$ cat src/rtl/vga_stream.sv
// Raster timing generator and frame-buffer pixel streamer. Fetch counters drive the
// read port; a MEM_LATENCY-deep tag pipeline realigns timing with the returned pixel data.
module vga_stream #(
    parameter int H_BITS      = 10,
    parameter int V_BITS      = 10,
    parameter int COLOR_BITS  = 3,
    parameter int ADDR_BITS   = 20,
    parameter int MEM_LATENCY = 1
) (
    input  logic                  clk,
    input  logic                  srst,
    input  logic                  pix_en,
    input  logic [H_BITS-1:0]     h_active,
    input  logic [H_BITS-1:0]     h_fp,
    input  logic [H_BITS-1:0]     h_sync,
    input  logic [H_BITS-1:0]     h_bp,
    input  logic [V_BITS-1:0]     v_active,
    input  logic [V_BITS-1:0]     v_fp,
    input  logic [V_BITS-1:0]     v_sync,
    input  logic [V_BITS-1:0]     v_bp,
    input  logic [ADDR_BITS-1:0]  stride,
    input  logic                  hs_pol,
    input  logic                  vs_pol,
    input  logic [COLOR_BITS-1:0] clear,
    input  logic [COLOR_BITS-1:0] pixel,
    output logic [ADDR_BITS-1:0]  req_addr,
    output logic                  req_valid,
    output logic                  hsync,
    output logic                  vsync,
    output logic                  de,
    output logic [COLOR_BITS-1:0] RGB,
    output logic                  frame_start,
    output logic                  frame_end
);

    localparam logic [H_BITS-1:0] H_ONE = {{(H_BITS-1){1'b0}}, 1'b1};
    localparam logic [V_BITS-1:0] V_ONE = {{(V_BITS-1){1'b0}}, 1'b1};
    localparam int SUM_W  = (ADDR_BITS > H_BITS) ? ADDR_BITS : H_BITS;
    localparam int TAG_W  = 5;
    localparam int T_VIS  = 4;
    localparam int T_HS   = 3;
    localparam int T_VS   = 2;
    localparam int T_FRST = 1;
    localparam int T_LAST = 0;

    logic                  r_load_pend;
    logic [H_BITS-1:0]     r_h_active, r_h_fp, r_h_sync, r_h_bp;
    logic [V_BITS-1:0]     r_v_active, r_v_fp, r_v_sync, r_v_bp;
    logic [ADDR_BITS-1:0]  r_stride;
    logic                  r_hs_pol, r_vs_pol;

    logic [H_BITS-1:0]     r_fx;
    logic [V_BITS-1:0]     r_fy;
    logic [ADDR_BITS-1:0]  r_line_base;
    logic [TAG_W-1:0]      r_tag_p [MEM_LATENCY];

    logic [H_BITS-1:0]     w_h_active, w_h_fp, w_h_sync, w_h_bp;
    logic [V_BITS-1:0]     w_v_active, w_v_fp, w_v_sync, w_v_bp;
    logic [ADDR_BITS-1:0]  w_stride;
    logic                  w_hs_pol, w_vs_pol;
    logic [H_BITS-1:0]     w_h_total, w_hs_start, w_hs_end;
    logic [V_BITS-1:0]     w_v_total, w_vs_start, w_vs_end;
    logic                  w_fx_wrap, w_fy_wrap, w_vis, w_hs_raw, w_vs_raw;
    logic                  w_first, w_last;
    logic [SUM_W-1:0]      w_addr_sum;
    logic [TAG_W-1:0]      w_tag, w_out;

    // Until the first tick after reset the shadows are stale, so the live inputs are used directly.
    assign w_h_active = r_load_pend ? h_active : r_h_active;
    assign w_h_fp     = r_load_pend ? h_fp     : r_h_fp;
    assign w_h_sync   = r_load_pend ? h_sync   : r_h_sync;
    assign w_h_bp     = r_load_pend ? h_bp     : r_h_bp;
    assign w_v_active = r_load_pend ? v_active : r_v_active;
    assign w_v_fp     = r_load_pend ? v_fp     : r_v_fp;
    assign w_v_sync   = r_load_pend ? v_sync   : r_v_sync;
    assign w_v_bp     = r_load_pend ? v_bp     : r_v_bp;
    assign w_stride   = r_load_pend ? stride   : r_stride;
    assign w_hs_pol   = r_load_pend ? hs_pol   : r_hs_pol;
    assign w_vs_pol   = r_load_pend ? vs_pol   : r_vs_pol;

    assign w_hs_start = w_h_active + w_h_fp;
    assign w_hs_end   = w_hs_start + w_h_sync;
    assign w_h_total  = w_hs_end + w_h_bp;
    assign w_vs_start = w_v_active + w_v_fp;
    assign w_vs_end   = w_vs_start + w_v_sync;
    assign w_v_total  = w_vs_end + w_v_bp;

    assign w_fx_wrap  = (r_fx == w_h_total - H_ONE);
    assign w_fy_wrap  = (r_fy == w_v_total - V_ONE);
    assign w_vis      = (r_fx < w_h_active) && (r_fy < w_v_active);
    assign w_hs_raw   = (r_fx >= w_hs_start) && (r_fx < w_hs_end);
    assign w_vs_raw   = (r_fy >= w_vs_start) && (r_fy < w_vs_end);
    assign w_first    = w_vis && (r_fx == '0) && (r_fy == '0);
    assign w_last     = w_vis && (r_fx == w_h_active - H_ONE) && (r_fy == w_v_active - V_ONE);

    assign w_addr_sum = SUM_W'(r_line_base) + SUM_W'(r_fx);
    assign req_addr   = srst ? '0 : w_addr_sum[ADDR_BITS-1:0];
    assign req_valid  = !srst && w_vis;

    assign w_tag = {w_vis, w_hs_raw, w_vs_raw, w_first, w_last};
    assign w_out = r_tag_p[MEM_LATENCY-1];

    always_ff @(posedge clk) begin
        if (!srst && pix_en && (r_load_pend || (w_fx_wrap && w_fy_wrap))) begin
            r_h_active <= h_active;
            r_h_fp     <= h_fp;
            r_h_sync   <= h_sync;
            r_h_bp     <= h_bp;
            r_v_active <= v_active;
            r_v_fp     <= v_fp;
            r_v_sync   <= v_sync;
            r_v_bp     <= v_bp;
            r_stride   <= stride;
            r_hs_pol   <= hs_pol;
            r_vs_pol   <= vs_pol;
        end
    end

    // Fetch stage: raster counters and running line base address
    always_ff @(posedge clk) begin
        if (srst) begin
            r_load_pend <= 1'b1;
            r_fx        <= '0;
            r_fy        <= '0;
            r_line_base <= '0;
        end else if (pix_en) begin
            r_load_pend <= 1'b0;
            if (w_fx_wrap) begin
                r_fx <= '0;
                if (w_fy_wrap) begin
                    r_fy        <= '0;
                    r_line_base <= '0;
                end else begin
                    r_fy <= r_fy + V_ONE;
                    if (r_fy < w_v_active)
                        r_line_base <= r_line_base + w_stride;
                end
            end else begin
                r_fx <= r_fx + H_ONE;
            end
        end
    end

    // Latency stages: tags ride alongside the outstanding frame-buffer read
    always_ff @(posedge clk) begin
        if (srst) begin
            for (int i = 0; i < MEM_LATENCY; i++)
                r_tag_p[i] <= '0;
        end else if (pix_en) begin
            r_tag_p[0] <= w_tag;
            for (int i = 1; i < MEM_LATENCY; i++)
                r_tag_p[i] <= r_tag_p[i-1];
        end
    end

    // Output stage: registered video pins and one-clk frame markers
    always_ff @(posedge clk) begin
        if (srst) begin
            de          <= 1'b0;
            RGB         <= clear;
            hsync       <= ~hs_pol;
            vsync       <= ~vs_pol;
            frame_start <= 1'b0;
            frame_end   <= 1'b0;
        end else begin
            frame_start <= 1'b0;
            frame_end   <= 1'b0;
            if (pix_en) begin
                de          <= w_out[T_VIS];
                RGB         <= w_out[T_VIS] ? pixel : '0;
                hsync       <= w_out[T_HS] ? w_hs_pol : ~w_hs_pol;
                vsync       <= w_out[T_VS] ? w_vs_pol : ~w_vs_pol;
                frame_start <= w_out[T_FRST];
                frame_end   <= w_out[T_LAST];
            end
        end
    end

endmodule

$ cat config.mk
export PLATFORM = sky130hd
export DESIGN_NAME = vga_stream
export DESIGN_NICKNAME = d
export VERILOG_FILES = /design/src/rtl/vga_stream.sv
export SDC_FILE = /design/constraint.sdc
export NUM_CORES = 1
export LEC_CHECK = 0
export ABC_AREA = 1
export BUFFER_PORTS_ARGS = -buffer_cell sky130_fd_sc_hd__buf_2
export CAP_MARGIN = 20
export CORE_UTILIZATION = 45
export CTS_CLUSTER_DIAMETER = 200
export CTS_CLUSTER_SIZE = 14
export DETAILED_ROUTE_END_ITERATION = 8
export GPL_TIMING_DRIVEN = 1
export PLACE_DENSITY = 0.69
export SYNTH_ARGS = -nofsm -noshare
export SYNTH_HDL_FRONTEND = slang
export SYNTH_SLANG_ARGS = --single-unit
$ cat constraint.sdc
create_clock -name clk -period 28.4 [get_ports clk]
set_input_delay 5.68 -clock clk [delete_from_list [all_inputs] [get_ports clk]]
set_output_delay 5.68 -clock clk [all_outputs]
set_load 0.01 [all_outputs]
After elaboration in Yosys (flattened, before gate mapping)
Memory sizes are Yosys's and may differ from the RTL's.
Cells that the tools add are included.
W data, S select, Z words.

operators by class
  $lt $le $gt $ge = 6
  muxes and demuxes = 32
  reductions and logical operators = 21
  bitwise operators = 5
  equal/unequal tests = 4
  add/subtract/negate cells = 14

operators by type and width
  operator                 number
  $mux W10                 10
  $mux W20                 4
  $add A10 B10 Y10         6
  $eq A10 B10 Y1           4
  $lt A10 B10 Y1           4
  $sub A10 B1 Y10 const B  4
  $add A10 B1 Y10 const B  2
  $add A20 B10 Y20         1
  $add A20 B20 Y20         1
  $ge A10 B10 Y1           2
  $logic_not A10 Y1        2
  $mux W1                  14
  $logic_and A1 B1 Y1      11
  $mux W3                  3
  $mux W5                  1
  $not A1 Y1               5
  $reduce_or A5 Y1         1
  $reduce_bool A2 Y1       2
  $reduce_and A3 Y1        1
  $reduce_and A2 Y1        1
  $reduce_or A2 Y1         1
  $logic_not A1 Y1         1
  $logic_or A1 B1 Y1       1

word-level totals
  input port bits = 111
  memories = 1
  register bits after elaboration = 151
  word-level logic and storage cells = 104
  bits in writable memories = 5

memory list
  name     words  width  rd ports  clocked after memory_dff  write ports  RTL line  RTL
  r_tag_p  1      5      1         0                         1            55        logic [TAG_W-1:0] r_tag_p [MEM_LATENCY];

Logic depth before layout (Yosys ltp)
Gate-level depths: netlist of the first run.

  word-level depth = 9
  mapped depth = 42

Worst setup path before layout of the first run
No wires, ideal clock.

  path kind = in2reg
  start = input port h_active[0]
  end = register r_h_active[0] (enable)
  path slack = 13.815 ns
  path buffers = 0
  data arrival time = 14.022 ns
  required time = 27.837 ns
  library setup time = 0.563 ns
  stages on the path = 30
  path through = or2_0 -> o21ai_2 -> inv_1 -> ha_1 -> inv_1 -> fa_1 -> fa_1 -> o21ai_0 -> a21oi_1 -> o21ai_0 -> nand2_1 -> nand2_1 -> a21oi_1 -> xor2_1 -> ha_1 -> inv_1 -> ha_1 -> a21oi_1 -> o21a_1 -> nand2_1 -> nand2_1 -> nand2_1 -> nand2_1 -> nand2_1 -> nand3b_1 -> nand2_2 -> nand2_1 -> nor2_1 -> nor2_1 -> nor2_1

between the ends
  word-level cells in the longest chain between the ends = 9

ends and longest elaborated chain
  item                  RTL line  RTL
  from (decl)           13        input logic [H_BITS-1:0] h_active,
  $mux W10              69        assign w_h_active = r_load_pend ? h_active : r_h_active;
  $add A10 B10 Y10      81        assign w_hs_start = w_h_active + w_h_fp;
  $add A10 B10 Y10      82        assign w_hs_end = w_hs_start + w_h_sync;
  $add A10 B10 Y10      83        assign w_h_total = w_hs_end + w_h_bp;
  $sub A10 B1 Y10       88        assign w_fx_wrap = (r_fx == w_h_total - H_ONE);
  $eq A10 B10 Y1        88
  $logic_and A1 B1 Y1   104       if (!srst && pix_en && (r_load_pend || (w_fx_wrap && w_fy_wrap))) begin
  $logic_or A1 B1 Y1    104
  $logic_and A1 B1 Y1   104
  to (signal assigned)  105       r_h_active <= h_active;
  to (decl)             47        logic [H_BITS-1:0] r_h_active, r_h_fp, r_h_sync, r_h_bp;

Every way passes these cells.
A chain may end at the register's enable or synchronous reset.

Worst setup path after layout of the first run
  start = input port v_active[5]
  end = output port req_valid

between the ends
  word-level cells in the longest chain between the ends = 4

ends and longest elaborated chain
  item                 RTL line  RTL
  from (decl)          17        input logic [V_BITS-1:0] v_active,
  $mux W10             73        assign w_v_active = r_load_pend ? v_active : r_v_active;
  $lt A10 B10 Y1       90        assign w_vis = (r_fx < w_h_active) && (r_fy < w_v_active);
  $logic_and A1 B1 Y1  90
  $logic_and A1 B1 Y1  98        assign req_valid = !srst && w_vis;
  to (decl)            27        output logic req_valid,

Every way passes these cells.

==> results of run 1 <==
## worst max-delay path, stage by stage
cell	delay [ns]
buf_2	0.11
or2_1	0.23
o21ai_2	0.10
ha_1	0.28
a21oi_1	0.19
o21ai_0	0.13
nand2_1	0.08
o211ai_1	0.09
a31o_2	0.28
nor3_1	0.47
buf_2	0.23
## worst max-delay path by stage
stage	slack, ns	depth (start not counted)	start	endpoint
floorplan	13.81	30	h_active[0]	r_h_active[0]$_DFFE_PP_
global placement	14.88	16	h_active[1]	req_valid
detailed placement	14.88	16	h_active[1]	req_valid
CTS	14.87	16	h_active[1]	req_valid
global route	14.65	16	h_active[1]	req_valid
finish	14.84	11	v_active[5]	req_valid
## stage by stage
stage	worst slack (ns)	hold slack (ns)	instances
finish	14.84	0.4808	2255
global route	14.65	0.5249	2254
CTS	14.87	0.4873	2253
detailed placement	14.88	0.4766	2221
global placement	14.88	0.4627	2221
floorplan	13.81	0.4393	1730
## layout by cell type, fill, tap and decap left out, types with 14 or more instances in the layout
cell       instances
a21oi_1          128
buf_2            139
clkbuf_16         19
dfxtp_1           43
edfxtp_1         112
ha_1             159
inv_1            213
mux2i_1           20
nand2_1          455
nand2_2           15
nand3_1           95
nand4_1           25
nor2_1           112
nor3_1            14
o21ai_0           63
xnor2_1           24
xor2_1            71
## where the power goes
group,total (mW),internal (mW),leakage [nW],switching (mW)
logic,0.546,0.210,5.69,0.336
registers,0.259,0.253,1.41,0.00586
clock network,0.244,0.135,0.307,0.109
## sequential cells by signal, summed over array words and instances, names as in the netlist, 5 cells and up
name and count:
r_stride 20, r_h_fp 10, r_tag_p 5, r_h_bp 10
r_v_active 10, r_fy 10, r_v_sync 10, r_h_sync 10
r_fx 10, r_v_fp 10, r_line_base 20, r_h_active 10
r_v_bp 10
## logic make-up after synthesis
kind of cell,after synthesis
XOR/XNOR,96
adder cells (fa/ha/maj),167
AND/OR/NAND/NOR,773
buffers and inverters,262
multiplexers,20
AO/OA/AOI/OAI,256
flip-flops,156
## metal layers
metal	part of all wire (%)	vias to the layer above
met5	0	-
met4	2.7	0
met3	4.2	52
met2	47	262
met1	46	5348
li1	-	6011
## cell usage after synthesis (5+ instances only)
library cell  count  area (um2)
a21oi_1         128       640.6
buf_6             9       101.4
edfxtp_1        112        3363
o211ai_1          6       45.04
nand4_1          25       156.4
clkbuf_1         27       101.4
xnor2_1          24       210.2
inv_1           213       799.5
o21ai_2          12       105.1
o21a_1            5       37.54
xor2_1           71       621.9
ha_1            159        1989
a31oi_1           8       50.05
a21o_1            5       37.54
o21ai_0          63       315.3
mux2i_1          20       200.2
o21bai_1          8       60.06
nor2_1          113       424.2
nand2_2          15       93.84
nand2_1         455        1708
nand3_1          95       475.5
dfxtp_1          44       880.8
or2_2             9       56.30
nand3b_1         13       97.59
inv_2             9       33.78
or2_1            12       75.07
nor3_1           14       70.07
fa_1              8       160.2
## cell type report
cell class | instances | area [um2] | share of cell area, %
multi-input combinational | 1312 | 8055 | 53.64
antenna | 1 | 2.502 | 0.01666
clock buffer | 19 | 475.5 | 3.166
timing repair buffer | 147 | 775.7 | 5.166
sequential | 156 | 4248 | 28.29
inverter | 223 | 839.6 | 5.591
tap | 384 | 480.5 | 3.199
clock inverter | 13 | 140.1 | 0.9332
==> flow_metrics.tcl, run 1 <==
set metrics [dict create \
    slew_headroom_pct 27.03 \
    num_vias 11673 \
    worstPathArrival_ns 7.88 \
    antenna_found_initial 1 \
    endpoint_kind "output port" \
    mappedNetlistArea_um2 13350 \
    synthAdderAreaFrac_pct 16.10 \
    place_congestion 0.8683 \
    die_y_um 174.3 \
    syn_nets 2008 \
    syn-instance-count 1730 \
    hold_start "r_tag_p[0][0]$_SDFFCE_PN0P_" \
    hold_path_depth 2 \
    synth_warnings 0 \
    cts_resized 0 \
    min_period_ns 13.56 \
    top_usage_layer "met2" \
    period_share_pct 47.74 \
    start_util_pct 46.14 \
    synth_simple_gate_area_share_pct 25.29 \
    design_area_um2 15020 \
    vias_per_cell 5.176 \
    grtUsageMet1_pct 31.00 \
    synth_mux_area_share_pct 1.499 \
    synth-xor-area-share_pct 6.401 \
    place_area_um2 14370 \
    hold_path_end "frame_end$_SDFF_PN0_" \
    nFillCells 2792 \
    grt_max_degree 77 \
    synth_cell_types 57 \
    first_pass_iters 7 \
    required_ns 22.72 \
    r2r_slack_ns 19.68 \
    ant_nets 0 \
    drv_cap 0 \
    io_pins 140 \
    cts_tree "yes" \
    wire_per_inst_um 15.69 \
    worst_slew_pin_slew_ns 1.095 \
    grt_setup_unrepaired "no" \
    power_mw 1.048 \
    total_leakage_power_nw 7.403 \
    async_reset_ff_share_pct 0 \
    core.rowCount 62 \
    powerDensity_nw_per_um2 69.79 \
    cts-root-buf "clkbuf_16" \
    crit_type "primary input to output port" \
    drc_errors 0 \
    overflow 0 \
    ys_seq_elements 156 \
    r2r_cells 30 \
    cts_inserted_buffers 17 \
    die_w_um 174.3 \
    syn_to_final_growth_pct 12.47 \
    final_core_util_pct 51.90 \
    hold_class "flop to flop" \
    grt_pass1_wl_mm 57.70 \
    post-dp-hpwl_mm 26.58 \
    wl_mm 35.38 \
    grt_usage_pct 24.07 \
    finClkSkew_ns 0.01336 \
    ir_drop_mv 0.04743 \
    worstPathMaxFanout 5 \
    synth_top_family_by_area "simple AND/OR/NAND/NOR gates" \
    clkSlewWorstSetupHoldPaths_ns 0.07 \
    post-cts-setup-buffers 0 \
    use_met2_pct 40.62 \
    reg2reg_to "r_stride[11]$_DFFE_PP_" \
    htreeDepth 4 \
    ys.flop_type "edfxtp_1" \
    synth_compound_area_share_pct 10.98 \
    dieArea_um2 30360 \
    fp.coreArea_um2 28940 \
    synth_area_per_cell_um2 7.718 \
    clock_latency_ns 0.45 \
    r2r_start "r_load_pend$_SDFFE_PP1P_" \
    setup_violations 0 \
    seq_area_frac_synth_pct 31.79 \
    status "complete, no violations" \
    cp-start-kind "primary input" \
    fin_setup_tns_ns 0 \
    clockBufferDepth 2 \
    clkSinkCount 156 \
    synth_edf_count 112 \
    max_freq_mhz 73.76 \
    drive_above_1_share_pct 13.16 \
    nets 2135 \
    initialDrtViolationCount 719 \
    use_met3_pct 4.112 \
    finalHoldViolCount 0 \
    io_buffers 139 \
    drv_slew 0 \
    cts_hold_buf 0 \
    first_global_vias 11291 \
]
Power figures use the tool's default switching activity.
==> run 2, diff against run 1 <==
--- a/config.mk
+++ b/config.mk
@@ -5,7 +5,7 @@
 export SDC_FILE = /design/constraint.sdc
 export NUM_CORES = 1
 export LEC_CHECK = 0
-export ABC_AREA = 1
+export ABC_AREA = 0
 export BUFFER_PORTS_ARGS = -buffer_cell sky130_fd_sc_hd__buf_2
 export CAP_MARGIN = 20
 export CORE_UTILIZATION = 45
@@ -13,7 +13,7 @@
 export CTS_CLUSTER_SIZE = 14
 export DETAILED_ROUTE_END_ITERATION = 8
 export GPL_TIMING_DRIVEN = 1
-export PLACE_DENSITY = 0.69
+export PLACE_DENSITY = 0.71
 export SYNTH_ARGS = -nofsm -noshare
 export SYNTH_HDL_FRONTEND = slang
 export SYNTH_SLANG_ARGS = --single-unit
==> constraint.sdc (replaced) <==
create_clock -name clk -period 11.8 [get_ports clk]
set_input_delay 2.36 -clock clk [delete_from_list [all_inputs] [get_ports clk]]
set_output_delay 2.36 -clock clk [all_outputs]
set_load 0.01 [all_outputs]
==> run 2 against run 1 <==
Against the previous run: critical path depth grew 16; core utilization shrank 0.22 points; non-clock buffer count is the same; final cell count shrank 20%; worst setup slack lost 12 ns; register-to-register slack lost 16 ns; critical path type is now primary input to flop.
==> flow_metrics.tcl, run 2 <==
set metrics [dict create \
    first_pass_iters 5 \
    cts_resized 0 \
    grt_pass1_wl_mm 49.67 \
    crit_type "primary input to flop" \
    crit_start "v_active[2]" \
    required_ns 11.88 \
    io_pins 140 \
    place_area_um2 13920 \
    ir_drop_mv 0.1333 \
    period_share_pct 75.91 \
    nets 1689 \
    hold_path_end "de$_SDFFE_PP0P_" \
    cts-root-buf "clkbuf_16" \
    clock_latency_ns 0.45 \
    final_core_util_pct 51.68 \
    p_switching_mw 0.9643 \
    synth_edf_count 112 \
    synth_common_cells "ha_1 (159), edfxtp_1 (112), inv_1 (104)" \
    finClkSkew_ns 0.01694 \
    ys_seq_elements 156 \
    worstPathArrival_ns 9.04 \
    async_reset_ff_share_pct 0 \
    post-cts-setup-buffers 0 \
    syn-instance-count 1286 \
    worstPathMaxFanout 43 \
    synth_top_area_share_pct 26.09 \
    powerDensity_nw_per_um2 167.1 \
    start_util_pct 46.02 \
    drive_above_1_share_pct 18.68 \
    synth_area_per_cell_um2 10.02 \
    synth_top_area_cell "edfxtp_1" \
    seq_power_share_pct 25.7 \
    core.rowCount 61 \
    synth_cell_types 83 \
    switching_share_pct 39.86 \
    ant_nets 0 \
    vias_per_cell 5.556 \
    dieArea_um2 29330 \
    mappedNetlistArea_um2 12890 \
    place_congestion 0.8854 \
    drc_errors 0 \
    dp.cells 1769 \
    final_common_cell "ha_1" \
    cp-start-kind "primary input" \
    die_w_um 171.3 \
    initialDrtViolationCount 586 \
    worst_slew_pin_slew_ns 0.9883 \
    clockBufferDepth 2 \
    final-instance-count-excl-fill 1802 \
    place_ws_ns 2.392 \
    drv_cap 0 \
    clkSinkCount 156 \
    htreeDepth 4 \
    setup_violations 0 \
    reg2reg_to "r_stride[13]$_DFFE_PP_" \
    design_area_um2 14480 \
    grt_max_degree 66 \
    grt_usage_pct 21.67 \
    cts_hold_buf 0 \
    fin_setup_tns_ns 0 \
    combPwrFrac_pct 52.1 \
    fin_ws_ns 2.843 \
    io_buffers 139 \
    cts_tree "yes" \
    endpoint_kind "flop" \
    min_period_ns 8.957 \
    syn_to_final_growth_pct 12.30 \
    antenna_found_initial 0 \
    antenna_cells 0 \
    wl_mm 30.62 \
    max_freq_mhz 111.6 \
    synth_warnings 0 \
    final_cell_mix "ha_1 (159), buf_2 (139), edfxtp_1 (112), inv_1 (104), a21oi_1 (83)" \
    seq_area_frac_synth_pct 32.92 \
    grt_setup_unrepaired "no" \
    wire_per_inst_um 16.99 \
    die_y_um 171.3 \
    yosysMostFrequentCell "ha_1" \
    total_leakage_power_nw 6.526 \
    r2r_cells 26 \
    hold_class "flop to flop" \
    syn_nets 1564 \
    clkSlewWorstSetupHoldPaths_ns 0.07 \
    status "complete, no violations" \
    p_int_mw 1.455 \
    ys.flop_type "edfxtp_1" \
    first_global_vias 9842 \
    fp.coreArea_um2 28010 \
    reg.largest.list "r_line_base (20), r_stride (20)" \
    r2r_slack_ns 3.43 \
    hold_path_depth 2 \
    finalHoldViolCount 0 \
    hold_start "de$_SDFFE_PP0P_" \
    ys_top_cells_by_area "edfxtp_1 (26%), ha_1 (15%), dfxtp_1 (6.8%), xnor2_1 (5.6%), mux2_2 (4.9%)" \
    drv_slew 0 \
    num_vias 10012 \
    overflow 0 \
    r2r_start "r_load_pend$_SDFFE_PP1P_" \
    cts_inserted_buffers 17 \
    slew_headroom_pct 33.97 \
    p_clk_share_pct 22.1 \
    post-dp-hpwl_mm 23.27 \
]
run 2: kinds of logic after synthesis:
group,after synthesis,share of synthesized area [%]
XOR/XNOR,133,9.463
adder cells (fa/ha/maj),169,16.83
flip-flops,156,32.92
buffers and inverters,146,4.697
AO/OA/AOI/OAI,301,15.63
multiplexers,112,9.502
AND/OR/NAND/NOR,269,10.96
run 2: final cells by class:
type | instances | area, um2
clock inverters | 15 | 127.6
well taps | 378 | 473.0
clock buffers | 17 | 425.4
flip-flops and latches | 156 | 4248
multi-input cells | 984 | 8053
fillers | 2542 | 13530
repair buffers | 147 | 755.7
inverters | 105 | 394.1
run 2: power groups by stage:
stage / Clock [mW] / Combinational [mW] / Sequential, mW
2_1_floorplan: 0 / 1.02 / 0.628
3_3_place_gp: 0 / 1.21 / 0.633
3_5_place_dp: 0 / 1.25 / 0.634
4_1_cts: 0.547 / 1.26 / 0.622
5_1_grt: 0.569 / 1.42 / 0.624
6_report: 0.536 / 1.26 / 0.622
run 2: routing by layer:
layer  vias up  track usage, %  share of wire, %
met5         -               0                 0
met4         0           6.755               1.8
met3        35           3.613               4.3
met2       227           37.40                48
met1      4759           27.54                46
li1       4991               -                 -
run 2: how the worst max path moves through the flow:
stage	slack [ns]	end	cells after the start
detailed placement	2.39	r_vs_pol$_DFFE_PP_	27
finish	2.84	r_stride[13]$_DFFE_PP_	27
floorplan	1.88	r_h_active[0]$_DFFE_PP_	23
CTS	2.85	r_h_bp[5]$_DFFE_PP_	27
global route	2.20	r_stride[0]$_DFFE_PP_	25
global placement	2.64	r_stride[13]$_DFFE_PP_	27
run 2: worst max-delay path: stages:
cell	delay (ns)
buf_2	0.11
mux2i_1	0.43
inv_1	0.16
ha_1	0.37
nor2b_1	0.15
o21ai_0	0.15
nand2_1	0.11
a21o_1	0.19
a21o_1	0.19
xor2_1	0.16
ha_1	0.33
o21ai_0	0.10
nand2b_1	0.10
o31ai_1	0.09
xor2_1	0.17
ha_1	0.29
inv_1	0.04
ha_1	0.31
xor2_1	0.18
a2111oi_0	0.43
nor3_1	0.10
nor3_1	0.32
nand4_1	0.18
mux2i_1	0.33
nand3_1	0.20
a21oi_4	0.82
buf_4	0.62
run 2: stage by stage:
step	hold slack, ns	power (mW)
floorplan	0.4576	1.650
global placement	0.4712	1.842
detailed placement	0.4780	1.881
CTS	0.4954	2.427
global route	0.5247	2.612
finish	0.4865	2.419
==> run 3, diff against run 2 <==
--- a/config.mk
+++ b/config.mk
@@ -13,7 +13,7 @@
 export CTS_CLUSTER_SIZE = 14
 export DETAILED_ROUTE_END_ITERATION = 8
 export GPL_TIMING_DRIVEN = 1
-export PLACE_DENSITY = 0.71
+export PLACE_DENSITY = 0.69
 export SYNTH_ARGS = -nofsm -noshare
 export SYNTH_HDL_FRONTEND = slang
 export SYNTH_SLANG_ARGS = --single-unit
==> constraint.sdc (replaced) <==
create_clock -name clk -period 8.9 [get_ports clk]
set_input_delay 1.78 -clock clk [delete_from_list [all_inputs] [get_ports clk]]
set_output_delay 1.78 -clock clk [all_outputs]
set_load 0.01 [all_outputs]
==> run 3 against run 2 <==
Against the previous run: combinational power rose by 34%; register-to-register slack got worse by 1.7 ns; sequential share of layout area fell by 0.12 points; die area did not move; critical path type unchanged.
==> flow_metrics.tcl, run 3 (same netlist as run 2, synthesis figures left out) <==
set metrics [dict create \
    grt_setup_unrepaired "no" \
    required_ns 9.19 \
    drv_cap 0 \
    worstPathArrival_ns 7.88 \
    io_pins 140 \
    worstPathMaxFanout 14 \
    dieArea_um2 29330 \
    clkSlewWorstSetupHoldPaths_ns 0.07 \
    ir_drop_mv 0.1756 \
    core.rowCount 61 \
    grt_pass1_wl_mm 49.86 \
    htreeDepth 4 \
    crit_type "primary input to flop" \
    wl_mm 31.04 \
    cts_hold_buf 0 \
    endpoint_kind "flop" \
    slew_headroom_pct 44.68 \
    nets 1691 \
    design_area_um2 14540 \
    final_common_cell "ha_1" \
    period_share_pct 85.22 \
    reg.largest.list "r_line_base (20), r_stride (20)" \
    cts-root-buf "clkbuf_16" \
    final-instance-count-excl-fill 1804 \
    hold_class "flop to flop" \
    grt_max_degree 73 \
    initialDrtViolationCount 546 \
    die_y_um 171.3 \
    syn_to_final_growth_pct 12.77 \
    cts_resized 0 \
    clkSinkCount 156 \
    fp.coreArea_um2 28010 \
    first_pass_iters 5 \
    cts_inserted_buffers 17 \
    dp.cells 1772 \
    overflow 0 \
    vias_per_cell 5.567 \
    place_congestion 0.8904 \
    cp_slowest_cell "nor4b_1" \
    status "complete, no violations" \
    finalHoldViolCount 0 \
    final_cell_mix "ha_1 (159), buf_2 (139), edfxtp_1 (112), inv_1 (104), a21oi_1 (83)" \
    start_util_pct 46.02 \
    clock_latency_ns 0.44 \
    powerDensity_nw_per_um2 224.1 \
    max_freq_mhz 131.9 \
    post-dp-hpwl_mm 23.46 \
    fin_setup_tns_ns 0 \
    place_area_um2 13950 \
    min_period_ns 7.584 \
    first_global_vias 9745 \
    num_vias 10043 \
    total_leakage_power_nw 6.561 \
    cp-start-kind "primary input" \
    die_w_um 171.3 \
    cts_tree "yes" \
    power_mw 3.257 \
    slowest_delay_ns 0.49 \
    post-cts-setup-buffers 0 \
    drive_above_1_share_pct 18.86 \
    io_buffers 139 \
    clockBufferDepth 2 \
    drv_slew 0 \
    grt_usage_pct 21.79 \
    wire_per_inst_um 17.21 \
    ant_nets 0 \
    setup_violations 0 \
    crit_path_frequent_cell "ha_1" \
    finClkSkew_ns 0.01579 \
    worst_slew_pin_slew_ns 0.8235 \
    antenna_cells 0 \
    antenna_found_initial 0 \
    drc_errors 0 \
]
[run 3: power breakdown]
group          leakage (nW)  internal (mW)  switching [mW]
registers              1.41          0.806          0.0189
clock network         0.291          0.393           0.345
logic                  4.86          0.759           0.936
[run 3: per-layer routing]
layer / global-route usage (%) / share of wire, % / up-vias
met5: 0 / 0 / -
met4: 5.823 / 1.5 / 0
met3: 3.221 / 3.5 / 38
met2: 37.66 / 49 / 200
met1: 28.27 / 46 / 4812
li1: - / - / 4993
[run 3: critical path, delay by kind of cell]
family                   cells  cell delay (ns)
AO/OA/AOI/OAI                7             1.62
buffers and inverters        3             0.30
AND/OR/NAND/NOR              7             2.01
XOR/XNOR                     3             0.62
adder cells (fa/ha/maj)      4             1.10
multiplexers                 1             0.43
[run 3: worst paths after layout]
path	cells past startpoint	end	start	slack [ns]
max	25	r_line_base[5]$_SDFFE_PP0P_	h_active[2]	1.32
max reg2reg	24	r_line_base[5]$_SDFFE_PP0P_	r_load_pend$_SDFFE_PP1P_	1.73
min reg2reg	2	de$_SDFFE_PP0P_	de$_SDFFE_PP0P_	0.50
min	2	de$_SDFFE_PP0P_	de$_SDFFE_PP0P_	0.50
[run 3: per-stage QoR]
step	setup slack, ns	hold slack (ns)	utilization [%]
2_1_floorplan	0.6301	0.4576	-
3_3_place_gp	1.215	0.4738	49.81
3_5_place_dp	1.017	0.4875	49.81
4_1_cts	1.425	0.5058	51.90
5_1_grt	0.8230	0.5229	51.90
6_report	1.316	0.5008	51.90
[run 3: final cells by class]
type | instances | area (um2)
Tap cell | 378 | 473.0
Multi-Input combinational cell | 984 | 8053
Fill cell | 2568 | 13470
Clock buffer | 19 | 464.2
Clock inverter | 13 | 122.6
Sequential cell | 156 | 4248
Inverter | 105 | 394.1
Timing Repair Buffer | 149 | 783.3
